### config.mk
export PLATFORM = sky130hd
export DESIGN_NAME = muldiv_seq
export DESIGN_NICKNAME = d
export VERILOG_FILES = /design/src/rtl/muldiv_seq.sv
export SDC_FILE = /design/constraint.sdc
export NUM_CORES = 1
export LEC_CHECK = 0
export BUFFER_PORTS_ARGS = -buffer_cell sky130_fd_sc_hd__clkbuf_2
export CAP_MARGIN = 20
export CORE_ASPECT_RATIO = 0.8
export CORE_MARGIN = 2
export CORE_UTILIZATION = 49
export DETAILED_ROUTE_END_ITERATION = 8
export GPL_ROUTABILITY_DRIVEN = 1
export PLACE_DENSITY = 0.65
export SLEW_MARGIN = 20
export SYNTH_ARGS = -nofsm -noshare
export SYNTH_HDL_FRONTEND = slang
export SYNTH_SLANG_ARGS = --single-unit
### constraint.sdc
create_clock -name clk -period 7.45 [get_ports clk]
set_input_delay 0.745 -clock clk [delete_from_list [all_inputs] [get_ports clk]]
set_output_delay 0.745 -clock clk [all_outputs]
set_load 0.02 [all_outputs]
### src/rtl/muldiv_seq.sv
// muldiv_seq: sequential radix-2 multiply/divide unit, UMULL/SMULL/UDIV/SDIV.
// Ports: clk, reset, start, op, a, b -> busy, done, result_lo, result_hi, div_by_zero.
module muldiv_seq #(
  parameter int WIDTH = 32
) (
  input  logic             clk,
  input  logic             reset,
  input  logic             start,
  input  logic [1:0]       op,
  input  logic [WIDTH-1:0] a,
  input  logic [WIDTH-1:0] b,
  output logic             busy,
  output logic             done,
  output logic [WIDTH-1:0] result_lo,
  output logic [WIDTH-1:0] result_hi,
  output logic             div_by_zero
);

  localparam int CW = $clog2(WIDTH) + 1;
  localparam int W2 = 2 * WIDTH;

  typedef enum logic [1:0] {
    IDLE,
    RUN,
    FIX,
    DONE
  } state_t;

  state_t          state;
  logic [CW-1:0]   cnt;
  logic            is_div;
  logic            neg_lo;
  logic            neg_hi;
  logic [WIDTH-1:0] opb;
  logic [W2-1:0]   acc;

  logic             a_neg;
  logic             b_neg;
  logic [WIDTH-1:0] a_mag;
  logic [WIDTH-1:0] b_mag;
  logic             accept;
  logic             dbz_now;

  assign a_neg   = op[0] & a[WIDTH-1];
  assign b_neg   = op[0] & b[WIDTH-1];
  assign a_mag   = a_neg ? (~a + 1'b1) : a;
  assign b_mag   = b_neg ? (~b + 1'b1) : b;
  assign accept  = start && (state == IDLE || state == DONE);
  assign dbz_now = op[1] && (b == '0);

  // Multiply: acc = {partial, multiplier}, add then shift right.
  logic [WIDTH:0] mul_sum;
  assign mul_sum = {1'b0, acc[W2-1:WIDTH]}
                 + {1'b0, (acc[0] ? opb : {WIDTH{1'b0}})};

  // Divide: acc = {remainder, quotient}, shift left then trial-subtract.
  logic [WIDTH:0] rem_sh;
  logic [WIDTH:0] div_diff;
  assign rem_sh   = {acc[W2-1:WIDTH], acc[WIDTH-1]};
  assign div_diff = rem_sh - {1'b0, opb};

  logic [W2-1:0] acc_step;
  always_comb begin
    acc_step = {mul_sum, acc[WIDTH-1:1]};
    if (is_div) begin
      if (div_diff[WIDTH])
        acc_step = {rem_sh[WIDTH-1:0], acc[WIDTH-2:0], 1'b0};
      else
        acc_step = {div_diff[WIDTH-1:0], acc[WIDTH-2:0], 1'b1};
    end
  end

  // Sign fix: full-width negate for products, per-half for divides.
  logic [W2-1:0]    prod_fix;
  logic [WIDTH-1:0] quo_fix;
  logic [WIDTH-1:0] rem_fix;
  assign prod_fix = neg_lo ? (~acc + 1'b1) : acc;
  assign quo_fix  = neg_lo ? (~acc[WIDTH-1:0] + 1'b1) : acc[WIDTH-1:0];
  assign rem_fix  = neg_hi ? (~acc[W2-1:WIDTH] + 1'b1) : acc[W2-1:WIDTH];

  always_ff @(posedge clk or posedge reset) begin
    if (reset) begin
      state       <= IDLE;
      busy        <= 1'b0;
      done        <= 1'b0;
      div_by_zero <= 1'b0;
      result_lo   <= '0;
      result_hi   <= '0;
      cnt         <= '0;
      is_div      <= 1'b0;
      neg_lo      <= 1'b0;
      neg_hi      <= 1'b0;
      opb         <= '0;
      acc         <= '0;
    end else if (accept) begin
      if (dbz_now) begin
        state       <= DONE;
        busy        <= 1'b0;
        done        <= 1'b1;
        div_by_zero <= 1'b1;
        result_lo   <= '1;
        result_hi   <= a;
      end else begin
        state       <= RUN;
        busy        <= 1'b1;
        done        <= 1'b0;
        div_by_zero <= 1'b0;
        cnt         <= '0;
        is_div      <= op[1];
        neg_lo      <= a_neg ^ b_neg;
        neg_hi      <= op[1] ? a_neg : (a_neg ^ b_neg);
        opb         <= op[1] ? b_mag : a_mag;
        acc         <= {{WIDTH{1'b0}}, (op[1] ? a_mag : b_mag)};
      end
    end else begin
      unique case (state)
        RUN: begin
          acc <= acc_step;
          cnt <= cnt + 1'b1;
          if (cnt == CW'(WIDTH - 1))
            state <= FIX;
        end
        FIX: begin
          state <= DONE;
          busy  <= 1'b0;
          done  <= 1'b1;
          if (is_div) begin
            result_lo <= quo_fix;
            result_hi <= rem_fix;
          end else begin
            result_lo <= prod_fix[WIDTH-1:0];
            result_hi <= prod_fix[W2-1:WIDTH];
          end
        end
        DONE: begin
          state <= IDLE;
          done  <= 1'b0;
        end
        default: begin
          state <= IDLE;
        end
      endcase
    end
  end

endmodule

### Yosys cells after proc, flatten, opt, wreduce, memory -nomap -nowiden

Cells that the tools add are included.

* bits in registers: 174
* bits of input ports: 69
* logic and storage cells: 82
* output and inout port bits: 67

* bitwise gates (word level): 9
* reductions and logical operators: 11
* equality and inequality tests: 7
* add/subtract/negate cells: 8
* mux-type cells: 35

Operators with widths (number)
* $mux W32: 15
* $mux W64: 6
* $add A32 B1 Y32 const B: 4
* $not A32 Y32: 4
* $add A64 B1 Y64 const B: 1
* $not A64 Y64: 1
* $add A32 B32 Y33: 1
* $sub A33 B32 Y33: 1
* $logic_not A32 Y1: 1
* $mux W6: 3
* $add A6 B1 Y6 const B: 1
* $eq A6 B5 Y1 const B: 1
* $mux W1: 6
* $mux W2: 3
* $reduce_and A2 Y1: 3
* $eq A2 B2 Y1 const B: 2
* $pmux W2 S2: 1
* $reduce_bool A2 Y1: 2
* $ne A3 B3 Y1 const B: 1
* $reduce_bool A3 Y1: 1
* $and A1 B1 Y1: 2
* $eq A2 B1 Y1 const B: 1
* $logic_and A1 B1 Y1: 2
* $logic_not A2 Y1: 1
* 6 further kinds: 6

### Longest topological paths before layout

Gate-level depths: netlist (run 1).

* word-level depth: 6
* depth in mapped cells: 14
* depth with buffers taken out: 13

### Least setup slack after synthesis (run 1)

No wires, ideal clock.

* kind: register to register
* from: register acc[0]
* to: register acc[51]
* library setup time: 126 ps
* data arrival time: 3096 ps
* cell stages (with the launch flop): 14
* period minus slack after synthesis: 3222 ps
* data required time: 7324 ps
* path buffers: 1
* path slack: 4228 ps
* path through: dfrtp_1 -> inv_1 -> clkbuf_1 -> nor2_1 -> ha_1 -> o211ai_1 -> a21oi_1 -> o311a_1 -> o32ai_1 -> a22oi_1 -> a31o_2 -> a221oi_1 -> xnor2_1 -> a221o_1

* word-level cells in the longest chain between the ends: 5

RTL lines
* from (decl): RTL line 35 `logic [W2-1:0] acc;`
* from (signal assigned): RTL line 113 `acc <= {{WIDTH{1'b0}}, (op[1] ? a_mag : b_mag)};`
* from (signal assigned): RTL line 118 `acc <= acc_step;`
* $mux W32: RTL line 54 `+ {1'b0, (acc[0] ? opb : {WIDTH{1'b0}})};`
* $add A32 B32 Y33: RTL line 54
* $mux W64: RTL line 65 `if (is_div) begin`
* $mux W64: RTL line 116 `unique case (state)`
* $mux W64: RTL line 95 `end else if (accept) begin`

Every way passes these cells. The select of a mux whose other input is x is not followed.
A chain may end at the register's enable or synchronous reset.

### Worst setup path in the final report (run 1)

* from: register acc[0]
* to: register acc[60]

The elaborated chain is that of the path after synthesis.

==> flow_summary_export.csv, run 1 <==
group,metric,value,unit
global_routing,gr-total-overflow,0,
detailed_routing,vias_per_cell,6.280,
global_routing,gr-usage-all-layers,32.52,%
yosys,synth-edff-count,0,
pwr,peakVddDrop,237.4,uV
yosys,ys_ff_latch,174,
timing,finalWorstSetupSlack,3.408,ns
cts,postCtsSetupBuffers,0,
timing,tightest_slew,1.202,ns
yosys,yosys_warnings,0,
detailed_routing,drcViolationCount,0,
detailed_routing,antenna_left,0,
floorplanning,start_util,49.55,%
floorplanning,dieArea,31930,um^2
critical_path,end_kind,"flip-flop",
detailed_routing,dr_wl_met3,4693,um
finish,fill_cells,2884,
yosys,syn_area_per_cell,7.897,um^2
placed_design,place_congestion,0.9960,
floorplanning,core_area,30170,um^2
cts,clkTransAtPathRegs,0.08,ns
detailed_routing,drt_first_pass_iters,5,
detailed_routing,wirelength,51770,um
cts,clock_path_buffers,2,
finish,syn2layout_area_growth,9.768,%
yosys,yosys.cell_types.count,85,
detailed_routing,drt-initial-drc-count,1417,
yosys,synth_area,14950,um^2
placed_design,post-place-ws,3.520,ns
floorplanning,die_h,160.2,um
critical_path,startpoint_type,"flip-flop",
cts,cts_resized,0,
detailed_routing,wl_met2,21450,um
cts,clk_latency,0.45,ns
critical_path,cp.arrival,4.40,ns
critical_path,required,7.81,ns
detailed_routing,wl_per_cell,21.80,um
timing,rsz0062_at_grt,"false",
floorplanning,ios,136,
timing,holdWs,0.3281,ns
yosys,syn_nets,2036,
global_routing,grt_pass1_wl,80070,um
timing,setup-tns-final,0,ns
cts,cts-hold-fix-buffers,0,
pwr,static-leakage-power,7.366,nW
finish,layout_common_cells,"a21oi_1 (206), o21ai_0 (195), dfrtp_1 (173)",
cts,tritoncts,"done",
detailed_routing,vias,14910,
global_routing,grt_max_degree,99,
yosys,postSynth.asyncResetShare,100.0,%
detailed_routing,top_layer,"met4",
finish,nets,2091,
global_routing,antenna_found_initial,0,
pwr,power_density,533.1,nW/um^2
detailed_routing,drt-met1-wl,23970,um
flow_run,timing.max_cap.violations,0,
timing,relSlewSlack,19.85,%
finish,mostFrequentLayoutCell,"a21oi_1",
floorplanning,row_count,57,
cts,cts_made_buffers,17,
timing,finalCriticalPeriod,4.042,ns
yosys,synth_ff_type,"dfrtp_1",
floorplanning,fp.dieW,199.3,um
critical_path,setup.worst_path.class,"reg -> reg",
timing,post-route-period-util,54.25,%
placed_design,portBuffers,135,
timing,fmax,247.4,MHz
timing,report.final.slew_viol_count,0,
cts,htree_levels,4,
yosys,yosysSeqAreaShare,29.13,%
global_routing,grt_pass1_vias,13690,
timing,final_hold_viol_count,0,
cts,cts_sinks,174,
placed_design,place_hpwl,38380,um
finish,fin_util,54.39,%
critical_path,worstPathMaxFanout,32,
worst_hold_path,hold_path.class,"in -> async",
outcome,status,"finished clean",
finish,n_antenna_cell,0,
timing,setup_viol,0,
cts,cts_root_buffer,"clkbuf_16",
yosys,synth_cells,1893,
finish,drive_above_1_share,12.09,%
timing,fin_skew,0.01477,ns
==> flip-flops by register name (all words and copies together), names as in the netlist <==
signal,count
neg_hi,1
is_div,1
cnt,6
result_hi,32
neg_lo,1
div_by_zero,1
acc,64
result_lo,32
opb,32
busy,1
done,1
state,2
==> layer usage <==
layer | track usage (%) | vias up
met2 | 46.26 | 747
met1 | 48.79 | 7151
li1 | - | 6929
met5 | 0 | -
met4 | 11.09 | 0
met3 | 6.188 | 82
==> cell type report <==
type | instances | area, um^2 | area share, %
Clock buffer | 19 | 442.9 | 2.699
Tap cell | 413 | 516.7 | 3.149
Clock inverter | 13 | 131.4 | 0.8007
Timing Repair Buffer | 160 | 875.8 | 5.338
Inverter | 65 | 249.0 | 1.517
Sequential cell | 174 | 4355 | 26.54
Multi-Input combinational cell | 1530 | 9837 | 59.95
==> critical path: stages, from the launching register on <==
cell and delay (ns):
dfrtp_1 0.47, inv_1 0.08, buf_4 0.36, nor2_1 0.10, ha_1 0.36, a21o_1 0.21
or2_2 0.30, a211o_1 0.30, a211oi_1 0.47, or3_1 0.21, nand2_1 0.21, a2111oi_0 0.50
a211oi_1 0.15, o221ai_1 0.19
==> through the flow <==
stage / instance area (um^2) / power, mW / cells
final: 16410 / 8.748 / 2374
after global routing: 16410 / 9.374 / 2374
after CTS: 16410 / 8.610 / 2374
after detailed placement: 15830 / 7.662 / 2342
after global placement: 15810 / 7.565 / 2341
after floorplan: 14950 / 6.088 / 1893
==> cell families after synthesis <==
family	Yosys count	synth area share [%]
adders and majority gates	74	6.294
AOI/OAI and AO/OA	661	26.43
buffers and inverters	189	5.206
and+or+nand+nor	566	19.00
DFF	174	29.13
muxes	59	3.976
xor gates and xnor gates	170	9.961
==> where the power goes <==
| group | switching, mW | leakage [nW] | internal (mW) |
|---|---|---|---|
| clock network | 0.439 | 0.271 | 0.477 |
| registers | 0.610 | 2.19 | 1.38 |
| logic | 3.68 | 4.91 | 2.16 |
| total | 4.73 | 7.37 | 4.02 |
==> cells in the mapped netlist, types with 4 or more instances <==
library cell	number	area, um^2
xnor2_1	90	788.3
o21ai_0	195	975.9
ha_1	72	900.9
a22oi_1	27	202.7
o31ai_1	18	135.1
nand3_1	23	115.1
mux2i_1	56	560.5
clkbuf_1	98	367.9
buf_2	10	50.05
a21oi_1	206	1031
nand4_1	9	56.30
inv_1	65	244.0
or4_4	4	45.04
nor3_1	58	290.3
nand2_1	160	600.6
a31oi_1	18	112.6
a21o_1	31	232.7
buf_4	9	67.56
a22o_1	5	43.79
o21a_1	13	97.59
nor4_4	4	85.08
nor4_1	5	31.28
nor2b_1	7	43.79
and3_1	33	206.5
or2_2	4	25.02
o21ai_1	39	195.2
or3_1	16	100.1
a211oi_1	14	105.1
o22ai_1	9	56.30
nor4_2	4	50.05
buf_1	4	15.01
dfrtp_1	174	4354
o211ai_1	16	120.1
o41ai_1	12	105.1
or4_1	13	97.59
nand2b_1	17	106.4
a211o_1	4	35.03
nor2_1	166	623.1
o21bai_1	9	67.56
xor2_1	80	700.7
and2_1	17	106.4
==> worst paths after layout <==
kind | end | from | slack [ns] | cells after the start
max in group asynchronous | is_div | reset | 5.79 | 3
hold reg to reg | div_by_zero | div_by_zero | 0.49 | 1
setup / recovery | acc[60] | acc[0] | 3.41 | 13
min in group clk | div_by_zero | div_by_zero | 0.49 | 1
hold / removal | div_by_zero | reset | 0.33 | 2
setup reg to reg | acc[60] | acc[0] | 3.41 | 13
Power figures use the tool's default switching activity.
==> inputs of run 2 (changes only) <==
Clock period 7.45 ns to 3.8 ns, I/O delays scaled along.
==> run 2 against run 1 <==
  * First-iteration DRC count increased by 15%
  * Clock skew increased by 0.0023 ns
  * Via count increased by 0.90%
  * Final cell count increased by 2.7%
  * Flip-flop and latch count unchanged
  * Non-clock buffer count increased by 65
  * Critical path type unchanged
  * Worst hold slack got worse by 0.30 ns
==> flow_summary_export.csv, run 2 (synthesized netlist as in run 1, its figures left out) <==
group,metric,value,unit
outcome,status,"finished clean",
detailed_routing,drt-met1-wl,24430,um
detailed_routing,wl_per_cell,21.40,um
worst_hold_path,hold_path.class,"in -> async",
detailed_routing,drt-initial-drc-count,1634,
cts,htree_levels,4,
critical_path,required,4.12,ns
critical_path,end_kind,"flip-flop",
global_routing,grt_max_degree,98,
floorplanning,start_util,49.55,%
detailed_routing,top_layer,"met4",
finish,n_antenna_cell,0,
timing,post-route-period-util,96.99,%
detailed_routing,wirelength,52180,um
pwr,p_seq_share,19.8,%
placed_design,portBuffers,135,
pwr,switching_share,52.09,%
critical_path,reg2reg_from,"acc[0]",
critical_path,rr_worst_depth,13,
cts,cts_sinks,174,
cts,clock_path_buffers,2,
pwr,power.switching,9.393,mW
floorplanning,dieArea,31930,um^2
floorplanning,die_h,160.2,um
detailed_routing,dr_wl_met3,4110,um
pwr,static-leakage-power,7.754,nW
timing,fmax,271.3,MHz
cts,cts_root_buffer,"clkbuf_16",
critical_path,rrSetupSlack,0.11,ns
timing,final_hold_viol_count,0,
timing,fin_skew,0.01703,ns
timing,report.final.slew_viol_count,0,
finish,fin_cells,2439,
finish,mostFrequentLayoutCell,"a21oi_1",
pwr,power.internal,8.639,mW
global_routing,grt_pass1_vias,13700,
critical_path,setup.worst_path.class,"reg -> reg",
cts,tritoncts,"done",
timing,rsz0062_at_grt,"false",
timing,tightest_slew,0.8646,ns
cts,cts_made_buffers,17,
timing,setup_viol,0,
finish,drive_above_1_share,15.10,%
critical_path,startpoint_type,"flip-flop",
finish,largest_reg_flops,64,
finish,layout_common_cells,"a21oi_1 (206), o21ai_0 (195), dfrtp_1 (173)",
floorplanning,row_count,57,
global_routing,gr-total-overflow,0,
timing,finalCriticalPeriod,3.686,ns
critical_path,cp.arrival,4.01,ns
flow_run,timing.max_cap.violations,0,
global_routing,grt_pass1_wl,80470,um
pwr,peakVddDrop,464.7,uV
pwr,power_density,1057,nW/um^2
cts,clk_latency,0.47,ns
timing,setup-tns-final,0,ns
timing,relSlewSlack,42.36,%
finish,nets,2156,
critical_path,r2r-end,"acc[59]",
critical_path,worstPathMaxFanout,6,
detailed_routing,vias_per_cell,6.168,
floorplanning,core_area,30170,um^2
detailed_routing,drcViolationCount,0,
detailed_routing,drt_first_pass_iters,6,
detailed_routing,vias,15040,
detailed_routing,wl_met2,22640,um
cts,cts-hold-fix-buffers,0,
pwr,comb_power_share,68.7,%
placed_design,dpl.cell_count,2404,
cts,clkTransAtPathRegs,0.07,ns
pwr,p_total,18.03,mW
placed_design,place_hpwl,39470,um
placed_design,place_congestion,0.9554,
detailed_routing,antenna_left,0,
floorplanning,ios,136,
finish,regMostFlops,"acc",
pwr,clkPwrFrac,11.4,%
global_routing,gr-usage-all-layers,32.83,%
global_routing,antenna_found_initial,0,
finish,fin_util,56.53,%
floorplanning,fp.dieW,199.3,um
finish,syn2layout_area_growth,14.10,%
==> run 2: cell types whose count changed in the layout (fill, tap and decap cells not counted), sizes merged <==
cell	delta
bufinv	+4
clkbuf	-1
clkinvlp	+1
clkinv	-4
buf	+65
==> run 2: how the worst max path moves through the flow <==
stage	from	end	slack, ns
3_3_place_gp	acc[0]	acc[60]	0.16
6_report	acc[0]	acc[59]	0.11
4_1_cts	acc[0]	acc[60]	0.09
3_5_place_dp	acc[0]	acc[60]	0.03
2_1_floorplan	acc[0]	acc[51]	0.58
5_1_grt	acc[9]	result_hi[12]	0.002
==> run 2: timing repair <==
action / CTS / global route
resized for setup: 1 / 3
pin swaps: 0 / 1
setup endpoints to repair: 1 / 16
setup buffers: 0 / 3
==> run 2: critical path, stage by stage (launching register included) <==
cell      delay [ns]
dfrtp_1         0.44
and2_1          0.17
ha_1            0.22
inv_1           0.08
fa_1            0.17
nand2b_1        0.16
a21oi_1         0.12
o311a_1         0.37
o32ai_1         0.42
a21oi_1         0.31
a311o_1         0.48
a31oi_2         0.30
mux2i_1         0.22
o211ai_1        0.10
==> run 2: final cells by class <==
| type | count | area (um^2) |
|---|---|---|
| inverter | 65 | 247.7 |
| multi-input combinational | 1530 | 9854 |
| clock inverter | 14 | 227.7 |
| clock buffer | 18 | 439.2 |
| fill | 2936 | 13110 |
| sequential | 174 | 4355 |
| tap | 413 | 516.7 |
| timing repair buffer | 225 | 1414 |
==> run 2: power groups by stage <==
stage / clock network (mW) / registers, mW / logic (mW)
CTS: 2.08 / 3.55 / 12.1
global route: 2.15 / 3.68 / 13.5
floorplan: 0 / 3.70 / 8.24
finish: 2.06 / 3.57 / 12.4
global placement: 0 / 3.57 / 11.9
detailed placement: 0 / 3.57 / 12.0
==> run 2: layer usage <==
metal / track usage [%] / vias to the layer above
met5: 0 / -
met3: 5.259 / 51
li1: - / 7075
met1: 49.59 / 7276
met4: 8.209 / 0
met2: 48.46 / 641
==> run 2: stage by stage <==
step                hold slack [ns]  instance area, um^2  worst slack, ns
global placement             0.4710                16350           0.1611
global route                0.07072                17060         0.001767
finish                      0.03215                17060           0.1144
detailed placement           0.4748                16350          0.03360
floorplan                    0.4498                14950           0.5782
CTS                         0.08385                17030          0.08854
